`config.mk`:
```
export PLATFORM = sky130hd
export DESIGN_NAME = sys_cmd_ctrl
export DESIGN_NICKNAME = d
export VERILOG_FILES = /design/src/rtl/sys_cmd_ctrl.sv
export SDC_FILE = /design/constraint.sdc
export NUM_CORES = 1
export LEC_CHECK = 0
export BUFFER_PORTS_ARGS = -buffer_cell sky130_fd_sc_hd__buf_2
export CAP_MARGIN = 20
export CORE_MARGIN = 2
export CORE_UTILIZATION = 45
export CTS_BUF_LIST = sky130_fd_sc_hd__clkbuf_2
export CTS_CLUSTER_DIAMETER = 80
export DETAILED_ROUTE_END_ITERATION = 16
export GPL_TIMING_DRIVEN = 0
export MAX_ROUTING_LAYER = met4
export PLACE_DENSITY = 0.7
export RECOVER_POWER = 50
export SLEW_MARGIN = 20
export SYNTH_ARGS = -nofsm -noshare
export SYNTH_HDL_FRONTEND = slang
export SYNTH_SLANG_ARGS = --single-unit
```
`constraint.sdc`:
```
create_clock -name CLK -period 2.2 [get_ports CLK]
set_input_delay 0.11 -clock CLK [delete_from_list [all_inputs] [get_ports CLK]]
set_output_delay 0.11 -clock CLK [all_outputs]
set_load 0.01 [all_outputs]
```
`src/rtl/sys_cmd_ctrl.sv`:
```
// Command sequencer: parses UART RX bytes into register-file write/read and ALU
// commands, then returns read data or the ALU result byte-wise to UART TX.
module sys_cmd_ctrl #(
  parameter int DATA_WIDTH    = 8,
  parameter int ADDR_WIDTH    = 4,
  parameter int ALU_OUT_WIDTH = 16,
  parameter int FUN_WIDTH     = 4
) (
  input  logic                     CLK,
  input  logic                     RST,
  input  logic [DATA_WIDTH-1:0]    RX_P_DATA,
  input  logic                     RX_D_VLD,
  output logic [ADDR_WIDTH-1:0]    RF_ADDR,
  output logic                     RF_WR_EN,
  output logic [DATA_WIDTH-1:0]    RF_WR_DATA,
  output logic                     RF_RD_EN,
  input  logic [DATA_WIDTH-1:0]    RF_RD_DATA,
  input  logic                     RF_RD_VLD,
  output logic [FUN_WIDTH-1:0]     ALU_FUN,
  output logic                     ALU_EN,
  input  logic [ALU_OUT_WIDTH-1:0] ALU_OUT,
  input  logic                     ALU_OUT_VLD,
  output logic                     CLK_GATE_EN,
  output logic [DATA_WIDTH-1:0]    TX_P_DATA,
  output logic                     TX_D_VLD,
  input  logic                     TX_BUSY,
  output logic [3:0]               state_dbg
);

  typedef enum logic [3:0] {
    IDLE     = 4'd0,
    WR_ADDR  = 4'd1,
    WR_DATA  = 4'd2,
    RD_ADDR  = 4'd3,
    RD_WAIT  = 4'd4,
    ALU_A    = 4'd5,
    ALU_B    = 4'd6,
    ALU_FUNC = 4'd7,
    ALU_WAIT = 4'd8,
    TX_BYTE  = 4'd9,
    TX_GAP   = 4'd10
  } state_t;

  localparam logic [DATA_WIDTH-1:0] OP_WR     = DATA_WIDTH'(8'hAA);
  localparam logic [DATA_WIDTH-1:0] OP_RD     = DATA_WIDTH'(8'hBB);
  localparam logic [DATA_WIDTH-1:0] OP_ALU_OP = DATA_WIDTH'(8'hCC);
  localparam logic [DATA_WIDTH-1:0] OP_ALU_NO = DATA_WIDTH'(8'hDD);

  state_t                   state_q, state_d;
  logic [ALU_OUT_WIDTH-1:0] payload_q, payload_d;
  logic [1:0]               left_q, left_d;

  logic [ADDR_WIDTH-1:0] rf_addr_d;
  logic [DATA_WIDTH-1:0] rf_wr_data_d, tx_data_d;
  logic [FUN_WIDTH-1:0]  alu_fun_d;
  logic                  rf_wr_en_d, rf_rd_en_d, alu_en_d, cg_d, tx_vld_d;

  assign state_dbg = state_q;

  // Handshakes: RX_D_VLD, RF_RD_VLD and ALU_OUT_VLD are single-cycle strobes that
  // are only consumed in the state waiting for them; a byte goes to TX only when
  // TX_BUSY is sampled low, and TX_D_VLD is then high for exactly one cycle.
  always_comb begin
    state_d      = state_q;
    payload_d    = payload_q;
    left_d       = left_q;
    rf_addr_d    = RF_ADDR;
    rf_wr_data_d = RF_WR_DATA;
    alu_fun_d    = ALU_FUN;
    cg_d         = CLK_GATE_EN;
    tx_data_d    = TX_P_DATA;
    rf_wr_en_d   = 1'b0;
    rf_rd_en_d   = 1'b0;
    alu_en_d     = 1'b0;
    tx_vld_d     = 1'b0;
    case (state_q)
      IDLE: begin
        if (RX_D_VLD) begin
          case (RX_P_DATA)
            OP_WR:     state_d = WR_ADDR;
            OP_RD:     state_d = RD_ADDR;
            OP_ALU_OP: state_d = ALU_A;
            OP_ALU_NO: state_d = ALU_FUNC;
            default:   state_d = IDLE;
          endcase
        end
      end
      WR_ADDR: if (RX_D_VLD) begin
        rf_addr_d = RX_P_DATA[ADDR_WIDTH-1:0];
        state_d   = WR_DATA;
      end
      WR_DATA: if (RX_D_VLD) begin
        rf_wr_data_d = RX_P_DATA;
        rf_wr_en_d   = 1'b1;
        state_d      = IDLE;
      end
      RD_ADDR: if (RX_D_VLD) begin
        rf_addr_d  = RX_P_DATA[ADDR_WIDTH-1:0];
        rf_rd_en_d = 1'b1;
        state_d    = RD_WAIT;
      end
      RD_WAIT: if (RF_RD_VLD) begin
        payload_d = {{(ALU_OUT_WIDTH-DATA_WIDTH){1'b0}}, RF_RD_DATA};
        left_d    = 2'd1;
        state_d   = TX_BYTE;
      end
      ALU_A: if (RX_D_VLD) begin
        rf_addr_d    = '0;
        rf_wr_data_d = RX_P_DATA;
        rf_wr_en_d   = 1'b1;
        state_d      = ALU_B;
      end
      ALU_B: if (RX_D_VLD) begin
        rf_addr_d    = ADDR_WIDTH'(1);
        rf_wr_data_d = RX_P_DATA;
        rf_wr_en_d   = 1'b1;
        state_d      = ALU_FUNC;
      end
      ALU_FUNC: if (RX_D_VLD) begin
        alu_fun_d = RX_P_DATA[FUN_WIDTH-1:0];
        alu_en_d  = 1'b1;
        cg_d      = 1'b1;
        state_d   = ALU_WAIT;
      end
      // The ALU clock stays enabled until its result has been captured.
      ALU_WAIT: if (ALU_OUT_VLD) begin
        payload_d = ALU_OUT;
        left_d    = 2'd2;
        cg_d      = 1'b0;
        state_d   = TX_BYTE;
      end
      TX_BYTE: if (!TX_BUSY) begin
        tx_data_d = payload_q[DATA_WIDTH-1:0];
        tx_vld_d  = 1'b1;
        payload_d = payload_q >> DATA_WIDTH;
        left_d    = left_q - 2'd1;
        state_d   = TX_GAP;
      end
      // One dead cycle lets the transmitter raise TX_BUSY before the next byte.
      TX_GAP:  state_d = (left_q != 2'd0) ? TX_BYTE : IDLE;
      default: state_d = IDLE;
    endcase
  end

  always_ff @(posedge CLK or negedge RST) begin
    if (!RST) begin
      state_q     <= IDLE;
      payload_q   <= '0;
      left_q      <= '0;
      RF_ADDR     <= '0;
      RF_WR_EN    <= 1'b0;
      RF_WR_DATA  <= '0;
      RF_RD_EN    <= 1'b0;
      ALU_FUN     <= '0;
      ALU_EN      <= 1'b0;
      CLK_GATE_EN <= 1'b0;
      TX_P_DATA   <= '0;
      TX_D_VLD    <= 1'b0;
    end else begin
      state_q     <= state_d;
      payload_q   <= payload_d;
      left_q      <= left_d;
      RF_ADDR     <= rf_addr_d;
      RF_WR_EN    <= rf_wr_en_d;
      RF_WR_DATA  <= rf_wr_data_d;
      RF_RD_EN    <= rf_rd_en_d;
      ALU_FUN     <= alu_fun_d;
      ALU_EN      <= alu_en_d;
      CLK_GATE_EN <= cg_d;
      TX_P_DATA   <= tx_data_d;
      TX_D_VLD    <= tx_vld_d;
    end
  end

endmodule

```
==> impl_metrics.json <==
{
  "synth-xor-area-share_pct": 0.658,
  "area_growth_pct": 28.7,
  "setup_viol": 0,
  "nNetsFinal": 381,
  "power_uw": 4400,
  "design.core.area_um2": 5820,
  "drive_above_1_share_pct": 29.4,
  "tns_ns": 0,
  "run_status": "completed",
  "grt_max_degree": 52,
  "grt_pass1_vias": 1990,
  "cts_buffer_depth": 2,
  "wirelength_mm": 6.12,
  "layout_common_cells": "buf_2, dfrtp_1, nand2_1",
  "maxCapViolations": 0,
  "use_met3_pct": 3.22,
  "synthDominantCellAreaShare_pct": 48.0,
  "overflow": 0,
  "slew_headroom_pct": 18.5,
  "multi_input_area_um2": 1220,
  "avgSynthCellArea_um2": 11.2,
  "rsz0062_at_grt": "false",
  "r2r-start": "state_dbg[3]",
  "num_antenna_cells": 0,
  "initial_core_util_pct": 45.8,
  "hold_path_class": "input port to flip-flop",
  "syn-instance-count": 238,
  "io_pins": 71,
  "vdd_drop_max_mv": 0.522,
  "cts_made_buffers": 5,
  "synth_area_um2": 2660,
  "synth_seq_cells": 51,
  "rows": 28,
  "antenna_found_initial": 0,
  "numPortBuffers": 70,
  "worstHoldPathCells": 3,
  "postCtsSetupRepairBufs": 0,
  "path_delay_family": "compound AO/OA/AOI/OAI gates",
  "busiest_layer": "met2",
  "drt_pass1_iterations": 4,
  "synthMuxAreaShare_pct": 20.1,
  "gp_congestion": 0.853,
  "hold_viol": 0,
  "hold_start": "RX_D_VLD",
  "period_share_pct": 82.4,
  "power.leakage_uw": 0.00170,
  "clock_sinks": 51,
  "ctsResizeCount": 0,
  "cts_tree": "built",
  "critPathMaxFanout": 10,
  "fill_cells": 540,
  "synth-simple-area-share_pct": 16.3,
  "reg2reg_slack_ns": 0.39,
  "synth_compound_area_share_pct": 8.56,
  "worst-path-buf-inv": 1,
  "track_usage_pct": 20.0,
  "hold_buffers": 27,
  "grt_pass1_wl_mm": 9.70,
  "cp_cell_sequence": "buf_2, nand4bb_1, a2111oi_0, o211ai_1, a22oi_1",
  "fin_crit_ns": 1.81,
  "register_area_um2": 1280,
  "synth_cell_types": 52,
  "slew_violations": 0,
  "synthArstFlopShare_pct": 100,
  "cp_data_required_time_ns": 2.60,
  "cts_root_buffer": "clkbuf_2",
  "final_common_cell": "buf_2",
  "worst_pin_slew_ns": 1.22,
  "max_freq_ghz": 0.552,
  "ant_nets": 0,
  "critPathSlowestCell": "dfrtp_1",
  "dpl.hpwl_mm": 4.25,
  "worstPathArrival_ns": 2.21,
  "critPathMaxStageDelay_ns": 0.50,
  "die-area_um2": 6540,
  "r2r_end": "state_dbg[1]",
  "htreeDepth": 2,
  "grtUsageMet1_pct": 26.4,
  "clk_pin_slew_ns": 0.27,
  "critPathCaptureType": "flip-flop",
  "ys_warn_count": 0,
  "synthAdderAreaFrac_pct": 0.470,
  "synth_flop_cell": "dfrtp_1",
  "reg2reg_depth": 5,
  "synth_edf_count": 0,
  "dieHeight_um": 80.9,
  "grt_use_met2_pct": 31.7,
  "yosysSeqAreaShare_pct": 48.0,
  "wire_per_inst_um": 14.6,
  "p_per_area_nw_per_um2": 1290,
  "synth_top_family_by_area": "multiplexers",
  "synth.area.top_cells": "dfrtp_1, mux2i_1, mux2_4",
  "start_kind": "flip-flop",
  "fin_worst_skew_ns": 0.0181,
  "critical_path_class": "flip-flop to flip-flop",
  "first_iter_violations": 157,
  "viasPerCell": 5.00,
  "drc": 0,
  "yosysTopAreaCell": "dfrtp_1",
  "syn-num-nets": 277,
  "via_count": 2092,
  "hold_path_end": "RF_RD_EN",
  "die_x_um": 80.9,
  "clk_latency_ns": 0.45
}
[synth_stat cells, drive strengths merged (5+ instances only)]
cell and count:
dfrtp 51, nand2 34, mux2i 26, inv 21, mux2 19, o21ai 14
buf 9, a21oi 7, nor2 7, nor2b 7, nand2b 6, nor3 5
[sequential cells by signal, summed over array words and instances (netlist names)]
| name | flops |
|---|---|
| payload_q | 16 |
| RF_WR_DATA | 8 |
| TX_P_DATA | 8 |
| ALU_FUN | 4 |
| RF_ADDR | 4 |
| state_dbg | 4 |
| left_q | 2 |
| ALU_EN | 1 |
| CLK_GATE_EN | 1 |
| RF_RD_EN | 1 |
| RF_WR_EN | 1 |
| TX_D_VLD | 1 |
[stage by stage]
stage          setup WS, ns  util (%)  hold slack, ns  area [um^2]  std cells
2_1_floorplan         0.584         -          -0.186         2660        238
3_3_place_gp          0.468      53.4           0.353         3110        383
3_5_place_dp          0.432      53.4           0.360         3110        383
4_1_cts               0.374      59.2          0.0227         3440        418
5_1_grt               0.189      58.9         0.00716         3420        418
6_report              0.388      58.9          0.0429         3420        418
[how the worst max path moves through the flow]
stage                      start            end  slack (ns)  depth (start not counted)
finish              state_dbg[3]   state_dbg[1]        0.39                          5
detailed placement  state_dbg[0]  payload_q[14]        0.43                          5
floorplan           state_dbg[1]   TX_P_DATA[0]        0.58                          4
global placement    state_dbg[0]   payload_q[9]        0.47                          6
CTS                 state_dbg[0]  payload_q[15]        0.37                          6
global route        state_dbg[3]   state_dbg[1]        0.19                          5
[final cells by class]
type / count / share of cell area, %
tap: 75 / 2.74
buffer: 10 / 2.37
clock inverter: 3 / 1.28
multi-input combinational: 156 / 35.8
clock buffer: 5 / 0.731
inverter: 21 / 2.30
sequential: 51 / 37.3
timing repair buffer: 97 / 17.5
[power by group]
part	switching, uW	internal, uW
registers	264	1360
clock network	313	192
logic	1150	1120
total	1730	2680
[cells by family after synthesis]
group / Yosys count
adders and majority gates: 1
xor gates and xnor gates: 2
buffers and inverters: 31
DFF: 51
muxes: 45
AOI/OAI and AO/OA: 34
and+or+nand+nor: 74
[worst register-to-register path, cell delays in order, from the launching register on]
cell and delay (ns):
dfrtp_1 0.50, buf_2 0.20, nand4bb_1 0.25, a2111oi_0 0.50, o211ai_1 0.14, a22oi_1 0.16
[layer usage]
layer  part of all wire, %  up-vias  wire [um]
met4                   1.4        0         87
met3                   4.4        9        267
met1                    45     1001       2730
met2                    50       56       3040
met5                     0        -          0
li1                      -     1026          -
(Power assumes the default switching activity.)
